## src/rtl/mult_pkg.sv

```systemverilog
// Shared definitions for the sequential shift-add multiplier.
package mult_pkg;

  typedef enum logic [1:0] {
    IDLE = 2'd0,
    BUSY = 2'd1,
    DONE = 2'd2
  } state_t;

  localparam int unsigned DEFAULT_WIDTH = 8;

  // Step counter must be able to hold values up to the operand width.
  function automatic int unsigned count_width(input int unsigned w);
    return $clog2(w + 1);
  endfunction

endpackage

```

## src/rtl/cla_nbit.sv

```systemverilog
// Parametrised carry-lookahead adder, generalised from the original 8-bit CLA.
module cla_nbit #(
  parameter int unsigned WIDTH = 8
) (
  input  logic [WIDTH-1:0] A,
  input  logic [WIDTH-1:0] B,
  input  logic             Cin,
  output logic [WIDTH-1:0] Sum,
  output logic             Cout
);

  logic [WIDTH-1:0] g;
  logic [WIDTH-1:0] p;
  logic [WIDTH:0]   c;
  logic             term;
  logic             cy;

  assign g = A & B;
  assign p = A ^ B;

  // Each carry is a flat sum of generate/propagate products, not a ripple chain.
  always_comb begin
    c    = '0;
    term = 1'b0;
    cy   = 1'b0;
    c[0] = Cin;
    for (int unsigned i = 0; i < WIDTH; i++) begin
      term = Cin;
      for (int unsigned k = 0; k <= i; k++) begin
        term = term & p[k];
      end
      cy = term;
      for (int unsigned j = 0; j <= i; j++) begin
        term = g[j];
        for (int unsigned k = j + 1; k <= i; k++) begin
          term = term & p[k];
        end
        cy = cy | term;
      end
      c[i+1] = cy;
    end
  end

  assign Sum  = p ^ c[WIDTH-1:0];
  assign Cout = c[WIDTH];

endmodule

```

## src/rtl/multiplier_seq.sv

```systemverilog
// Iterative shift-add multiplier, one CLA add per cycle over WIDTH cycles,
// valid/ready on both sides. Define MULTIPLIER_SIGNED_EN to honour
// signed_mode (two's-complement operands and product); otherwise unsigned only.
module multiplier_seq
  import mult_pkg::*;
#(
  parameter int unsigned WIDTH = DEFAULT_WIDTH
) (
  input  logic               clk,
  input  logic               rst,
  input  logic               in_valid,
  output logic               in_ready,
  input  logic [WIDTH-1:0]   a,
  input  logic [WIDTH-1:0]   b,
  input  logic               signed_mode,
  output logic               out_valid,
  input  logic               out_ready,
  output logic [2*WIDTH-1:0] prod
);

  localparam int unsigned   CW   = count_width(WIDTH);
  localparam logic [CW-1:0] LAST = CW'(WIDTH - 1);

  state_t             state;
  state_t             state_next;
  logic               rdy_q;
  logic               vld_q;
  logic               rdy_next;
  logic               vld_next;
  logic               accept;
  logic               last_step;
  logic [WIDTH-1:0]   mcand;
  logic [WIDTH-1:0]   mplier;
  logic [WIDTH-1:0]   mag_a;
  logic [WIDTH-1:0]   mag_b;
  logic [WIDTH-1:0]   add_b;
  logic [WIDTH-1:0]   sum;
  logic               cout;
  logic [2*WIDTH-1:0] acc;
  logic [2*WIDTH-1:0] acc_step;
  logic [2*WIDTH-1:0] prod_q;
  logic [2*WIDTH-1:0] prod_load;
  logic [CW-1:0]      count;
  logic               unused_acc_lsb;

`ifdef MULTIPLIER_SIGNED_EN
  logic neg;
  logic neg_in;

  // Magnitudes stay unsigned WIDTH-bit, so -2^(W-1) maps to 2^(W-1) exactly.
  assign mag_a     = (signed_mode && a[WIDTH-1]) ? -a : a;
  assign mag_b     = (signed_mode && b[WIDTH-1]) ? -b : b;
  assign neg_in    = signed_mode & (a[WIDTH-1] ^ b[WIDTH-1]);
  assign prod_load = neg ? -acc_step : acc_step;

  // Result sign captured alongside the operands.
  always_ff @(posedge clk) begin
    if (rst)         neg <= 1'b0;
    else if (accept) neg <= neg_in;
  end
`else
  logic unused_signed_mode;

  assign unused_signed_mode = signed_mode;
  assign mag_a              = a;
  assign mag_b              = b;
  assign prod_load          = acc_step;
`endif

  assign accept    = (state == IDLE) && rdy_q && in_valid;
  assign last_step = (state == BUSY) && (count == LAST);
  assign add_b     = mplier[0] ? mcand : '0;

  cla_nbit #(.WIDTH(WIDTH)) u_cla (
    .A    (acc[2*WIDTH-1:WIDTH]),
    .B    (add_b),
    .Cin  (1'b0),
    .Sum  (sum),
    .Cout (cout)
  );

  // Carry-out becomes the new MSB as the accumulator shifts right.
  assign acc_step       = {cout, sum, acc[WIDTH-1:1]};
  assign unused_acc_lsb = acc[0];

  // Next-state decode; handshake flags are pre-decoded for registering.
  always_comb begin
    state_next = state;
    case (state)
      IDLE:    if (accept)    state_next = BUSY;
      BUSY:    if (last_step) state_next = DONE;
      DONE:    if (out_ready) state_next = IDLE;
      default: state_next = IDLE;
    endcase
    rdy_next = (state_next == IDLE);
    vld_next = (state_next == DONE);
  end

  // State and handshake flag registers; in_ready held low through reset.
  always_ff @(posedge clk) begin
    if (rst) begin
      state <= IDLE;
      rdy_q <= 1'b0;
      vld_q <= 1'b0;
    end else begin
      state <= state_next;
      rdy_q <= rdy_next;
      vld_q <= vld_next;
    end
  end

  // Operand capture, shift-add iteration and result register.
  always_ff @(posedge clk) begin
    if (rst) begin
      mcand  <= '0;
      mplier <= '0;
      acc    <= '0;
      count  <= '0;
      prod_q <= '0;
    end else if (accept) begin
      mcand  <= mag_a;
      mplier <= mag_b;
      acc    <= '0;
      count  <= '0;
    end else if (state == BUSY) begin
      acc    <= acc_step;
      mplier <= mplier >> 1;
      count  <= count + 1'b1;
      if (last_step) prod_q <= prod_load;
    end
  end

  assign in_ready  = rdy_q;
  assign out_valid = vld_q;
  assign prod      = prod_q;

endmodule

```

## config.mk

```make
export PLATFORM = sky130hd
export DESIGN_NAME = multiplier_seq
export DESIGN_NICKNAME = d
export VERILOG_FILES = /design/src/rtl/mult_pkg.sv /design/src/rtl/cla_nbit.sv /design/src/rtl/multiplier_seq.sv
export SDC_FILE = /design/constraint.sdc
export NUM_CORES = 1
export LEC_CHECK = 0
export ABC_AREA = 1
export BUFFER_PORTS_ARGS = -buffer_cell sky130_fd_sc_hd__clkbuf_2
export CAP_MARGIN = 25
export CORE_ASPECT_RATIO = 1.2
export CORE_UTILIZATION = 40
export CTS_CLUSTER_DIAMETER = 60
export DETAILED_ROUTE_END_ITERATION = 10
export HOLD_SLACK_MARGIN = 0.06
export PLACE_DENSITY = 0.69
export SYNTH_ARGS = -nofsm -noshare
export SYNTH_HDL_FRONTEND = slang
export SYNTH_HIERARCHICAL = 1
export SYNTH_SLANG_ARGS = --single-unit
```

## constraint.sdc

```tcl
create_clock -name clk -period 5.83 [get_ports clk]
set_input_delay 1.166 -clock clk [delete_from_list [all_inputs] [get_ports clk]]
set_output_delay 1.166 -clock clk [all_outputs]
set_load 0.05 [all_outputs]
```

==> results of run 1 <==
## synthesized netlist by cell type
cell	number	area, sq um
nand2_1	99	372
dfxtp_1	55	1100
a21oi_1	36	180
nor2_1	34	128
nand3_1	26	130
inv_1	24	90.1
ha_1	10	125
o21ai_0	10	50.1
a21oi_2	8	70.1
nand2_2	8	50.1
buf_2	7	35.0
nand3b_1	7	52.6
nand4_1	7	43.8
xor2_1	6	52.6
clkbuf_1	5	18.8
nand2_4	3	33.8
buf_4	2	15.0
buf_6	2	22.5
clkinv_1	2	7.51
inv_4	2	12.5
nor2_4	2	22.5
a21o_1	1	7.51
buf_12	1	20.0
clkbuf_8	1	13.8
conb_1	1	3.75
fa_1	1	20.0
nand2_8	1	20.0
nor2_2	1	6.26
nor3_1	1	5.00
o21bai_2	1	11.3
## stage by stage
step / instances / power [W]
after global routing: 477 / 0.000721
after global placement: 469 / 0.000466
after floorplan: 365 / 0.000454
after detailed placement: 469 / 0.000468
final: 477 / 0.000690
after CTS: 477 / 0.000698
## power by group
| part | total (W) | internal [W] | switching (W) | leakage, nW |
|---|---|---|---|---|
| clock network | 0.000232 | 0.000108 | 0.000124 | 0.0505 |
| logic | 0.0000629 | 0.0000203 | 0.0000426 | 0.779 |
| registers | 0.000395 | 0.000387 | 0.00000848 | 0.446 |
## metal layers
metal / up-vias / wire [um] / track usage [%]
met3: 5 / 160 / 3.15
met5: - / 0 / 0
met4: 0 / 89 / 7.08
met1: 1058 / 2490 / 18.5
li1: 1218 / - / -
met2: 38 / 2670 / 29.1
## layout make-up
class | instances | area [sq um] | share of cell area [%]
clock buffer | 7 | 96.3 | 3.22
timing repair buffer | 37 | 185 | 6.18
sequential | 55 | 1100 | 36.8
multi-input combinational | 264 | 1390 | 46.3
inverter | 28 | 110 | 3.68
tap | 85 | 106 | 3.55
clock inverter | 1 | 7.51 | 0.251
## cells by family (layout without fill, tap and decap cells)
family | count (synthesis) | after routing | share of synthesized area (%)
flops | 55 | 55 | 40.5
simple gates | 189 | 189 | 31.7
xor+xnor | 6 | 6 | 1.93
other cells | 1 | 2 | 0.138
fa+ha+maj | 11 | 11 | 5.34
compound gates | 56 | 56 | 11.7
buf+inv | 46 | 73 | 8.65
## worst paths after layout
path                                              end                   start  cells past startpoint
worst min register to register   prod[3]$_SDFFE_PP0P_    prod[3]$_SDFFE_PP0P_                      2
worst max register to register  prod[12]$_SDFFE_PP0P_  mplier[0]$_SDFFE_PP0P_                     12
worst min-delay path             prod[3]$_SDFFE_PP0P_    prod[3]$_SDFFE_PP0P_                      2
worst max-delay path            count[3]$_SDFFE_PP0P_                     rst                      6
## critical path: cells and delay by family
| kind | cells | cell delay [ns] |
|---|---|---|
| simple gates | 3 | 0.41 |
| buf+inv | 3 | 0.92 |
## sequential cells by signal, summed over array words and instances (netlist names)
register	flops
prod	16
mplier	8
out_valid	1
acc	15
state	2
count	4
mcand	8
in_ready	1
==> flow_summary.yaml, run 1 <==
placed_design:
  dpl-instance-area_sq_um: 2890
  gp_congestion: 0.840
  dp_slack_ns: 3.19
  port_buffers: 37
  dp_hpwl_mm: 3.79
timing:
  worst_clock_skew_ns: 0.00456
  max_freq_mhz: 437
  worst_pin_slew_ns: 0.635
  setup_tns_ns: 0
  whs_ns: 0.472
  hold_viol: 0
  slew_violations: 0
  setup_viol: 0
  fin_crit_ns: 2.29
  relSlewSlack_pct: 57.7
  post-route-worst-setup-slack_ns: 3.54
  fin_crit_sh_pct: 39.2
  rsz0062_at_grt: "false"
power_and_ir_drop:
  peakVddDrop_v: 0.000126
  power_density_nw_per_um2: 230
  leakage_nw: 1.28
clocking:
  cts_setup_buffers: 0
  cts-root-buf: "clkbuf_8"
  clkTransAtPathRegs_ns: 0.10
  cts_hold_buf: 0
  cts_tree: "built"
  numCtsBuffers: 5
  cts_sinks: 55
  htree_levels: 2
  clk_latency_ns: 0.31
  cts_resized: 0
  clockBufferDepth: 2
floorplan:
  initial_utilization_pct: 41.9
  std_cell_rows: 32
  die_area_sq_um: 7140
  coreArea_sq_um: 6490
  die_x_um: 77.3
  die_height_um: 92.3
  ioPinCount: 39
layout:
  syn2layout_area_growth_pct: 10.1
  final_common_cell: "nand2_1"
  final_core_utilization_pct: 46.2
  num_antenna_cells: 0
  final_cell_mix: "99 x nand2_1, 55 x dfxtp_1, 37 x clkbuf_2"
  drive_gt1_share_pct: 18.1
  fin_nets: 423
  nFillCells: 667
  final_cell_area_sq_um: 2990
critical_path:
  worstSetupStartpointType: "input port"
  endpoint_kind: "flop"
  slowest_delay_ns: 0.49
  worst-path-max-fanout: 27
  cp.arrival_ns: 2.50
  required_ns: 6.05
  slowest_stage: "clkbuf_2"
  r2r_setup_slack_ns: 3.60
  path_cells: "clkbuf_2, inv_1, nand2_4, inv_1, nand2_1, nor2_1"
  cp_common_cell: "inv_1"
  crit_type: "input port to flop"
grt:
  grtUsageTotal_pct: 16.2
  grt-ovfl-total: 0
  grt_first_pass_wirelength_mm: 9.27
  grt_antenna_before_repair: 0
  grt_pass1_vias: 2141
  grt_max_degree: 29
synth:
  yosysUniqueCellTypes: 30
  synth-seq-cells: 55
  syn-instance-count: 364
  yosysSeqAreaShare_pct: 40.5
  postSynthAreaPerCell_sq_um: 7.47
  netlist_area_sq_um: 2720
  ys_warn_count: 6
worst_hold_path:
  hp-class: "flop to flop"
drt:
  route.detailed.drc: 0
  drtAntennaViolNets: 0
  wirelength_mm: 5.42
  first_pass_iters: 4
  dr_total_vias: 2319
  wl_per_cell_um: 11.4
  via_per_inst: 4.86
  dr.first_iter.drc_count: 142
run:
  max_cap_viol_count: 0
status:
  outcome: "finished, final reports clean"
Power figures use the tool's default switching activity.
==> run 2: changes to the inputs <==
--- a/config.mk
+++ b/config.mk
@@ -13,7 +13,7 @@
 export CTS_CLUSTER_DIAMETER = 60
 export DETAILED_ROUTE_END_ITERATION = 10
 export HOLD_SLACK_MARGIN = 0.06
-export PLACE_DENSITY = 0.69
+export PLACE_DENSITY = 0.71
 export SYNTH_ARGS = -nofsm -noshare
 export SYNTH_HDL_FRONTEND = slang
 export SYNTH_HIERARCHICAL = 1
==> constraint.sdc (replaced) <==
create_clock -name clk -period 2.04 [get_ports clk]
set_input_delay 0.408 -clock clk [delete_from_list [all_inputs] [get_ports clk]]
set_output_delay 0.408 -clock clk [all_outputs]
set_load 0.05 [all_outputs]
==> run 2 against run 1 <==
Cell count increased by 1.3%. Sequential power grew to 2.9 times the previous value. Clock skew is essentially flat. Routed wire length increased by 2.6%. Critical endpoint is now prod[14]$_SDFFE_PP0P_. Largest cell class unchanged. Highest routed layer unchanged.
==> flow_summary.yaml, run 2 (synthesis results as in run 1) <==
status:
  outcome: "finished, final reports clean"
timing:
  fin_crit_sh_pct: 94.1
  worst_clock_skew_ns: 0.00433
  rsz0062_at_grt: "true"
  setup_viol: 0
  hold_viol: 0
  setup_tns_ns: 0
  fin_crit_ns: 1.92
  max_freq_mhz: 521
  slew_violations: 0
  post-route-worst-setup-slack_ns: 0.121
critical_path:
  worstSetupStartpointType: "flop"
  ff2ff_path_depth: 15
  required_ns: 2.29
  path_cells: "nand2_2, inv_2, ha_4, buf_6, nand3_2, nor2_2, nand3_1, nand3_1, nor2_1, nand4_1, nand2_1, nand3_1, nand2_1, nand2_1, a21oi_2"
  slowest_delay_ns: 0.41
  crit_type: "flop to flop"
  endpoint_kind: "flop"
  worst-path-max-fanout: 8
  cp.arrival_ns: 2.17
  slowest_stage: "dfxtp_4"
drt:
  route.detailed.drc: 0
  wirelength_mm: 5.56
  first_pass_iters: 4
  wl_per_cell_um: 11.5
  via_per_inst: 4.89
  drtAntennaViolNets: 0
  dr_total_vias: 2362
  dr.first_iter.drc_count: 66
clocking:
  cts-root-buf: "clkbuf_8"
  clockBufferDepth: 2
  clk_latency_ns: 0.31
  htree_levels: 2
  cts_hold_buf: 0
  cts_tree: "built"
  cts_setup_buffers: 0
  clkTransAtPathRegs_ns: 0.10
  cts_sinks: 55
  numCtsBuffers: 5
grt:
  grt_first_pass_wirelength_mm: 9.24
  grtUsageTotal_pct: 16.1
  grt_util_met1_pct: 19.0
  grt_pass1_vias: 2168
  grt-ovfl-total: 0
  use_met3_pct: 3.05
  grt_use_met2_pct: 29.1
  grt-busiest-layer: "met2"
  grt_antenna_before_repair: 0
  grt_max_degree: 29
layout:
  instances_no_fill: 483
  final_common_cell: "nand2_1"
  largest_register_ffs: 16
  drive_gt1_share_pct: 22.4
  nFillCells: 656
  final_cell_mix: "98 x nand2_1, 54 x dfxtp_1, 37 x clkbuf_2"
  syn2layout_area_growth_pct: 14.7
  num_antenna_cells: 0
  fin_nets: 429
  final_cell_area_sq_um: 3120
power_and_ir_drop:
  power_density_nw_per_um2: 623
  leakage_nw: 1.28
  total_power_w: 0.00194
  peakVddDrop_v: 0.000389
run:
  max_cap_viol_count: 0
floorplan:
  ioPinCount: 39
  die_height_um: 92.3
  initial_utilization_pct: 41.9
  die_area_sq_um: 7140
  die_x_um: 77.3
  coreArea_sq_um: 6490
  std_cell_rows: 32
placed_design:
  gp_congestion: 0.824
  dp_slack_ns: -0.00837
  dp_hpwl_mm: 3.93
  placed_cells: 475
  dpl-instance-area_sq_um: 2940
  port_buffers: 37
worst_hold_path:
  hold_depth: 3
  hp-class: "input port to flop"
[run 2: cell types whose count changed in the layout (fill, tap and decap cells not counted), moves of 2 or more]
cell	change
inv_1	-2
buf_4	+5
ha_1	-5
inv_2	+2
clkbuf_8	-2
ha_4	+5
[run 2: through the flow]
stage          utilization (%)  hold slack, ns
6_report                  48.1           0.339
3_5_place_dp              45.3           0.458
2_1_floorplan                -           0.441
4_1_cts                   46.7           0.336
5_1_grt                   48.1           0.332
3_3_place_gp              45.3           0.457
[run 2: path summary, 6_finish.rpt]
kind | to | startpoint | slack [ns]
setup / recovery | prod[14]$_SDFFE_PP0P_ | mplier[0]$_SDFFE_PP0P_ | 0.12
setup reg to reg | prod[14]$_SDFFE_PP0P_ | mplier[0]$_SDFFE_PP0P_ | 0.12
hold reg to reg | prod[3]$_SDFFE_PP0P_ | prod[3]$_SDFFE_PP0P_ | 0.47
hold / removal | mcand[6]$_SDFFE_PP0P_ | a[6] | 0.34
[run 2: area by class of cell]
cell class / count / area, sq um / share of cell area (%)
multi-input cells: 264 / 1470 / 47.2
flip-flops and latches: 55 / 1100 / 35.4
repair buffers: 43 / 234 / 7.50
inverters: 28 / 110 / 3.53
well taps: 85 / 106 / 3.41
clock buffers: 5 / 68.8 / 2.21
clock inverters: 3 / 23.8 / 0.762
[run 2: report_power, final]
group	internal (W)	switching, W	leakage, nW
combinational	0.0000689	0.000128	0.796
clock	0.000246	0.000372	0.0408
sequential	0.00110	0.0000229	0.447
total	0.00142	0.000523	1.28
[run 2: per-layer routing]
| layer | wire (um) | up-vias |
|---|---|---|
| li1 | - | 1228 |
| met1 | 2580 | 1070 |
| met2 | 2730 | 57 |
| met3 | 180 | 7 |
| met4 | 68 | 0 |
| met5 | 0 | - |
[run 2: worst max-delay path: cells and delay by family (launching register included)]
kind / cells / cell delay (ns)
and+or+nand+nor: 11 / 0.95
buffers and inverters: 2 / 0.18
adders and majority gates: 1 / 0.20
AOI/OAI and AO/OA: 1 / 0.14
DFF: 1 / 0.41
[run 2: timing repair]
action                                  4_1_cts  5_1_grt
hold endpoints to repair                      0        0
endpoints found under the setup margin        4        8
gates resized for setup                       1       17
pin swaps                                     0        6
